[src/rtl/game_sequencer.sv]
// Round controller for the block game: level latch, lives, round timer and result screens.
// Define GAME_SEQ_AUTO_ADVANCE_EN to advance to the next level after a win instead of returning to IDLE.
module game_sequencer #(
  parameter int HOLD_FRAMES    = 120,
  parameter int LIVES          = 3,
  parameter int TIMEOUT_FRAMES = 1800
) (
  input  logic        clk,
  input  logic        rst,
  input  logic        update,
  input  logic        start,
  input  logic        levelselect1,
  input  logic        levelselect2,
  input  logic        win,
  input  logic        game_over,
  output logic [1:0]  level,
  output logic        round_rst,
  output logic        play_en,
  output logic        show_win,
  output logic        show_lose,
  output logic        show_over,
  output logic [1:0]  lives,
  output logic [10:0] time_left
);

  localparam int HW = $clog2(HOLD_FRAMES + 1);
  localparam logic [HW-1:0] HOLD_LAST = HW'(HOLD_FRAMES - 1);
  localparam logic [1:0]    LIVES_V   = 2'(LIVES);
  localparam logic [10:0]   TIMEOUT_V = 11'(TIMEOUT_FRAMES);

  typedef enum logic [2:0] {
    IDLE,
    LOAD,
    PLAY,
    WIN_HOLD,
    LOSE_HOLD,
    OVER
  } state_t;

  state_t state, nxt;

  logic          start_meta, start_sync, start_prev, start_p;
  logic [HW-1:0] hold_cnt;
  logic          hold_done;
  logic [1:0]    level_sel;

  // Two-flop synchronizer followed by a registered rising-edge detector.
  always_ff @(posedge clk or posedge rst) begin
    if (rst) begin
      start_meta <= 1'b0;
      start_sync <= 1'b0;
      start_prev <= 1'b0;
      start_p    <= 1'b0;
    end else begin
      start_meta <= start;
      start_sync <= start_meta;
      start_prev <= start_sync;
      start_p    <= start_sync & ~start_prev;
    end
  end

  always_comb begin
    if (!levelselect1 && !levelselect2)
      level_sel = 2'd0;
    else if (levelselect1 && !levelselect2)
      level_sel = 2'd1;
    else
      level_sel = 2'd2;
  end

  always_ff @(posedge clk or posedge rst) begin
    if (rst) state <= IDLE;
    else     state <= nxt;
  end

  always_comb begin
    nxt       = state;
    hold_done = update && (hold_cnt == HOLD_LAST);
    case (state)
      IDLE:      if (start_p) nxt = LOAD;
      LOAD:      if (update) nxt = PLAY;
      PLAY: begin
        if (game_over)
          nxt = LOSE_HOLD;
        else if (win)
          nxt = WIN_HOLD;
        else if (update && time_left == 11'd1)
          nxt = LOSE_HOLD;
      end
      WIN_HOLD: begin
        if (hold_done) begin
`ifdef GAME_SEQ_AUTO_ADVANCE_EN
          nxt = (level < 2'd2) ? LOAD : IDLE;
`else
          nxt = IDLE;
`endif
        end
      end
      LOSE_HOLD: if (hold_done) nxt = (lives != 2'd0) ? LOAD : OVER;
      OVER:      if (start_p) nxt = IDLE;
      default:   nxt = IDLE;
    endcase
  end

  // Round bookkeeping; the timer freezes on a loss or win so the result screen shows the final value.
  always_ff @(posedge clk or posedge rst) begin
    if (rst) begin
      level     <= 2'd0;
      lives     <= LIVES_V;
      time_left <= TIMEOUT_V;
      hold_cnt  <= '0;
    end else begin
      if (state == IDLE && start_p)
        level <= level_sel;
`ifdef GAME_SEQ_AUTO_ADVANCE_EN
      else if (state == WIN_HOLD && nxt == LOAD)
        level <= level + 2'd1;
`endif

      if (nxt == IDLE)
        lives <= LIVES_V;
      else if (state == PLAY && nxt == LOSE_HOLD && lives != 2'd0)
        lives <= lives - 2'd1;

      if (nxt == LOAD)
        time_left <= TIMEOUT_V;
      else if (state == PLAY && update && !game_over && !win && time_left != 11'd0)
        time_left <= time_left - 11'd1;

      if (nxt != state)
        hold_cnt <= '0;
      else if (update && (state == WIN_HOLD || state == LOSE_HOLD))
        hold_cnt <= hold_cnt + 1'b1;
    end
  end

  // Mode flags are registered from the next state so they switch on the transition edge.
  always_ff @(posedge clk or posedge rst) begin
    if (rst) begin
      round_rst <= 1'b1;
      play_en   <= 1'b0;
      show_win  <= 1'b0;
      show_lose <= 1'b0;
      show_over <= 1'b0;
    end else begin
      round_rst <= (nxt == IDLE) || (nxt == LOAD);
      play_en   <= (nxt == PLAY);
      show_win  <= (nxt == WIN_HOLD);
      show_lose <= (nxt == LOSE_HOLD);
      show_over <= (nxt == OVER);
    end
  end

endmodule

[config.mk]
export PLATFORM = sky130hd
export DESIGN_NAME = game_sequencer
export DESIGN_NICKNAME = d
export VERILOG_FILES = /design/src/rtl/game_sequencer.sv
export SDC_FILE = /design/constraint.sdc
export NUM_CORES = 1
export LEC_CHECK = 0
export ABC_CLOCK_PERIOD_IN_PS = 5580
export BUFFER_PORTS_ARGS = -buffer_cell sky130_fd_sc_hd__buf_2
export CORE_MARGIN = 2
export CORE_UTILIZATION = 55
export CTS_CLUSTER_SIZE = 30
export DETAILED_ROUTE_END_ITERATION = 7
export PLACE_DENSITY = 0.75
export SKIP_LAST_GASP = 1
export SLEW_MARGIN = 20
export SYNTH_ARGS = -nofsm -noshare
export SYNTH_HDL_FRONTEND = slang
export SYNTH_SLANG_ARGS = --single-unit
[constraint.sdc]
create_clock -name clk -period 5.58 [get_ports clk]
set_input_delay 0.558 -clock clk [delete_from_list [all_inputs] [get_ports clk]]
set_output_delay 0.558 -clock clk [all_outputs]
set_load 0.02 [all_outputs]
==> summary.md, run 1 <==
| Metric | Value |
|---|---|
| Post CTS Setup Buffer Count | 0 |
| Fmax | 403 MHz |
| Flops & latches, synth | 34 |
| # diodes | 0 |
| Die Area | 0.00377 mm² |
| CP max FO | 15 |
| Class of the worst hold path | primary input to asynchronous set/reset pin |
| Cts bufs inserted | 5 |
| Slowest-stage cell, CP | nor3_2 |
| Wire length per cell | 14.2 µm |
| Top-level I/O count | 28 |
| Root Buffer | clkbuf_4 |
| Outcome | finished clean |
| WS Path Type | flop to flop |
| Area after DPL | 0.00199 mm² |
| Clock sink count | 34 |
| Seq pwr share | 42.9% |
| WL final | 3.66 mm |
| Sw Ratio | 41.3% |
| Synth top area cells | dfrtp_1, dfstp_2, nor2_1 |
| Max-Cap Viols | 0 |
| Post-cts sizing count | 0 |
| Power Internal | 486 µW |
| WP data arrival | 2.69 ns |
| Drt via density | 5.76 |
| Worst IR drop on VDD | 191 µV |
| Final setup violation count | 0 |
| Chip height | 61.4 µm |
| Yosys warning total | 0 |
| Worst Setup Start Kind | flop |
| Fin Setup TNS | 0 ns |
| Setup ws final | 3.10 ns |
| Worst-Margin Slew | 0.698 ns |
| Fin crit share | 44.5% |
| Met3 wire len | 161 µm |
| HPWL Detailed | 2.72 mm |
| DRT Pass-1 Iters | 4 |
| Largest net degree at the start of global routing | 35 |
| Lkg Pwr | 0.929 nW |
| Sw power | 341 µW |
| DRC violation count after routing | 0 |
| Clock power share | 17.5% |
| Post-route cell area | 0.00205 mm² |
| DRT iter0 DRCs | 85 |
| CP bufs+invs | 0 |
| DP Cell Count | 250 |
| Final Hold Vio Count | 0 |
| Core Rows | 20 |
| Worst clock skew | 0.00825 ns |
| Vias in the first global route | 1449 |
| Synth top area share | 37.3% |
| Fin nets | 226 |
| Post-synthesis sequential area ratio | 47.5% |
| Predominant post-synthesis flop cell | dfrtp_1 |
| Initial antenna violation count | 0 |
| Total GRT Usage | 22.9% |
| Crit-path leading delay family | simple AND/OR/NAND/NOR gates |
| Shortest period the worst path allows | 2.48 ns |
| Critical path cell sequence | and3b_1, a2111oi_1, a21oi_1, nor3_2, nor2_1 |
| Layout Utilization | 66.2% |
| Worst path required time | 5.78 ns |
| Commonest non-fill, non-tap cells in the layout | dfrtp_1, buf_2, nor2_1, nand2_1, inv_1 |
| Average size of a mapped cell | 9.89 µm² |
| Gr ovfl total | 0 |
| Setup crit end kind | flop |
| Die X | 61.4 µm |
| Post-Place Worst Slack | 2.66 ns |
| Post-synth EDFFs | 0 |
| Hold_buf cts | 0 |
| Syn Inst Count | 183 |
| Top Metal Used | met4 |
| Distinct cells, synth | 48 |
| Net Count, Synth | 196 |
| RSZ-0062 raised after global routing | no |
| Clock transition at the registers of the reported paths | 0.11 ns |
| Final Non-Filler Cells | 258 |
| Max-slew violation count | 0 |
| Wire length on met2 | 1.83 mm |
| Htree depth | 2 |
| Routability congestion estimate | 0.817 |
| Pwr dens | 403 mW/mm² |
| Cell taking the most area after synthesis | dfrtp_1 |
| Syn Std Cell Area | 0.00181 mm² |
| Area delta synth->final | 13.5% |
| Clock Tree Buf Depth | 2 |
| First-pass GRT wire length | 6.33 mm |
| Crit-path max cell delay | 0.65 ns |
| Initial Util | 58.3% |
| Power Total | 827 µW |
| Metal-1 WL | 1.57 mm |
| Share of layout cells above drive strength 1 | 23.8% |
| Later-pin clock latency in the skew report | 0.34 ns |
| Combinational power share | 39.6% |
| Slew margin rel. | 53.2% |
| I/O Buffers | 27 |
| Hold slack | 0.284 ns |
| Core Area | 0.00310 mm² |
| Post-route ant nets | 0 |
| DR vias | 1487 |
| Async SR Flop Fraction | 100% |
| CTS tree | done |
[power by group through the flow]
stage	clock, mW	combinational [mW]	sequential (mW)
after detailed placement	0	0.324	0.360
after floorplan	0	0.228	0.372
after CTS	0.148	0.325	0.355
after global routing	0.163	0.365	0.366
final	0.145	0.327	0.355
after global placement	0	0.312	0.357
[layout make-up]
cell class                 instances  area (µm²)
multi-input combinational        135         900
sequential                        34         860
clock inverter                     2        12.5
timing repair buffer              28         143
inverter                           9        33.8
fill                             276        1050
tap                               44        55.1
clock buffer                       6        51.3
[layer usage]
metal | track usage [%] | vias to the layer above
met1 | 27.5 | 718
met5 | 0 | -
met3 | 7.14 | 13
li1 | - | 715
met2 | 37.7 | 41
met4 | 10.6 | 0
[cells by family (layout without fill, tap and decap cells)]
| kind of cell | Yosys count | count (layout) | synth area share, % |
|---|---|---|---|
| DFF | 34 | 34 | 47.5 |
| buffers and inverters | 14 | 45 | 3.11 |
| and+or+nand+nor | 91 | 91 | 29.3 |
| xor gates and xnor gates | 13 | 13 | 6.29 |
| adders and majority gates | 5 | 5 | 3.46 |
| AOI/OAI and AO/OA | 24 | 24 | 9.19 |
| muxes | 2 | 2 | 1.17 |
[Yosys cell counts, types with 3 or more instances]
cell / number
nand3b_1: 5
nor2b_1: 3
dfrtp_1: 27
nand2b_1: 3
nor3_1: 8
nor4b_1: 5
nand3_1: 6
xor2_1: 7
nor2_1: 25
xnor2_1: 6
dfstp_2: 7
ha_1: 5
o21ai_0: 4
a21oi_1: 6
inv_1: 9
nand4_1: 6
buf_2: 3
nand2_1: 10
[state kept, by name (all words and copies together) (netlist names), 2 cells and up]
| name | count |
|---|---|
| time_left | 11 |
| level | 2 |
| hold_cnt | 7 |
| lives | 2 |
| state | 3 |
[path summary, 6_finish.rpt]
check,cells after the start,end,slack [ns],start
min reg2reg,0,start_sync,0.36,start_meta
min,3,start_meta,0.28,rst
max reg2reg,5,time_left[6],3.10,state[0]
max in group asynchronous,3,lives[1],4.95,rst
max,5,time_left[6],3.10,state[0]
min in group clk,1,start_meta,0.31,start
[worst register-to-register path: cells and delay by family (launching register included)]
kind,cells,cell delay [ns]
simple gates,3,1.03
compound gates,2,0.79
flops,1,0.54
(Power assumes the default switching activity.)
==> run 2: changes to the inputs <==
Settings changed: ABC_CLOCK_PERIOD_IN_PS 5580 to 2100, CORE_UTILIZATION 55 to 50, PLACE_DENSITY 0.75 to 0.71.
Clock period 5.58 ns to 2.1 ns, I/O delays scaled along.
==> summary.md, run 2 (synthesized netlist as in run 1, its figures left out) <==
| Metric | Value |
|---|---|
| HPWL Detailed | 2.82 mm |
| Pwr dens | 1060 mW/mm² |
| R2R cell count | 8 |
| DRT iter0 DRCs | 84 |
| Commonest non-fill, non-tap cells in the layout | buf_2, nor2_1, dfrtp_1, buf_4, nand2_1 |
| Cts bufs inserted | 5 |
| Most common cell after layout, fill and taps aside | buf_2 |
| Root Buffer | clkbuf_4 |
| Power Total | 2.36 mW |
| Critical path cell sequence | inv_1, ha_1, nor4b_1, nand3_1, nand4b_2, buf_4, nor4_1, or3_1 |
| DRT Pass-1 Iters | 4 |
| Routability congestion estimate | 0.884 |
| Multi-input logic area | 928 µm² |
| Area after DPL | 0.00210 mm² |
| Post-Place Worst Slack | 0.00843 ns |
| Fin crit share | 96.0% |
| Largest Register | time_left |
| Post-route cell area | 0.00222 mm² |
| WP data arrival | 2.29 ns |
| Hold slack | 0.117 ns |
| Filler cells | 285 |
| Reg area | 863 µm² |
| Initial Util | 53.0% |
| Fin Setup TNS | 0 ns |
| Later-pin clock latency in the skew report | 0.34 ns |
| Class of the worst hold path | primary input to flop |
| Worst Setup Start Kind | flop |
| Final Hold Vio Count | 0 |
| Outcome | finished clean |
| RSZ-0062 raised after global routing | yes |
| DRC violation count after routing | 0 |
| Fmax | 496 MHz |
| Total GRT Usage | 21.0% |
| Vias in the first global route | 1566 |
| Shortest period the worst path allows | 2.02 ns |
| Worst path required time | 2.37 ns |
| WS Path Type | flop to flop |
| Clock sink count | 34 |
| Slowest-stage cell, CP | dfrtp_1 |
| DP Cell Count | 267 |
| Core Area | 0.00342 mm² |
| Max FFs per register | 11 |
| Critical R2R Launch | time_left[0] |
| Drt via density | 5.61 |
| Share of layout cells above drive strength 1 | 32.8% |
| Initial antenna violation count | 0 |
| Clock Tree Buf Depth | 2 |
| CP max FO | 5 |
| Max-Cap Viols | 0 |
| Worst IR drop on VDD | 455 µV |
| CTS tree | done |
| I/O Buffers | 27 |
| CP endpoint | time_left[9] |
| Largest net degree at the start of global routing | 35 |
| Area delta synth->final | 22.5% |
| Final setup violation count | 0 |
| DR vias | 1560 |
| Clock transition at the registers of the reported paths | 0.10 ns |
| Final Non-Filler Cells | 278 |
| Setup ws final | 0.0835 ns |
| Setup crit end kind | flop |
| Top-level I/O count | 28 |
| First-pass GRT wire length | 6.78 mm |
| WL final | 3.97 mm |
| Worst clock skew | 0.00534 ns |
| Die Area | 0.00412 mm² |
| Die X | 64.2 µm |
| Critical path origin | time_left[0] |
| Biggest regs | time_left: 11 flops, hold_cnt: 7 flops, state: 3 flops |
| Gr ovfl total | 0 |
| Core Rows | 21 |
| Worst-Margin Slew | 0.395 ns |
| R2r endpoint | time_left[9] |
| Slew margin rel. | 73.0% |
| Post-route ant nets | 0 |
| Layout Utilization | 64.9% |
| Chip height | 64.2 µm |
| Lkg Pwr | 1.02 nW |
| Max-slew violation count | 0 |
| Wire length per cell | 14.3 µm |
| Htree depth | 2 |
| Fin nets | 245 |
| # diodes | 0 |
| Crit-path max cell delay | 0.44 ns |
| Reg2Reg Setup Slack | 0.08 ns |
==> run 2: routing by layer <==
layer  share of wire, %  vias up  GRT usage [%]
met2                 51       32           36.1
met4                1.4        0           8.24
li1                   -      757              -
met5                  0        -              0
met1                 43      764           25.5
met3                4.3        7           4.75
==> run 2: timing repair <==
| action | 4_1_cts | 5_1_grt |
|---|---|---|
| setup buffers | 0 | 2 |
| endpoints found under the hold margin | 28 | 0 |
| hold buffers | 2 | 0 |
| gates resized for setup | 1 | 9 |
| pin swaps | 0 | 1 |
| endpoints found under the setup margin | 9 | 24 |
==> run 2: worst min-delay path by stage <==
stage,startpoint,endpoint,cells past startpoint
6_report,levelselect2,level[1],2
2_1_floorplan,start,start_meta,0
3_3_place_gp,rst,start_meta,3
5_1_grt,levelselect2,level[1],2
4_1_cts,levelselect2,level[1],2
3_5_place_dp,start,start_meta,1
==> run 2: final cells by class <==
| class | instances | area share, % |
|---|---|---|
| repair buffers | 47 | 13.0 |
| flip-flops and latches | 34 | 38.9 |
| multi-input cells | 135 | 41.8 |
| well taps | 46 | 2.59 |
| clock buffers | 5 | 1.69 |
| inverters | 9 | 1.52 |
| clock inverters | 2 | 0.451 |
==> run 2: critical path, delay by kind of cell, from the launching register on <==
family	cells	cell delay, ns
adder cells (fa/ha/maj)	1	0.15
flip-flops	1	0.44
buffers and inverters	2	0.26
AND/OR/NAND/NOR	5	1.10
==> run 2: report_power, final <==
| part | total (mW) | internal [mW] | switching [mW] | leakage (nW) |
|---|---|---|---|---|
| clock network | 0.342 | 0.120 | 0.222 | 0.0308 |
| logic | 1.09 | 0.484 | 0.608 | 0.561 |
| registers | 0.928 | 0.804 | 0.124 | 0.428 |
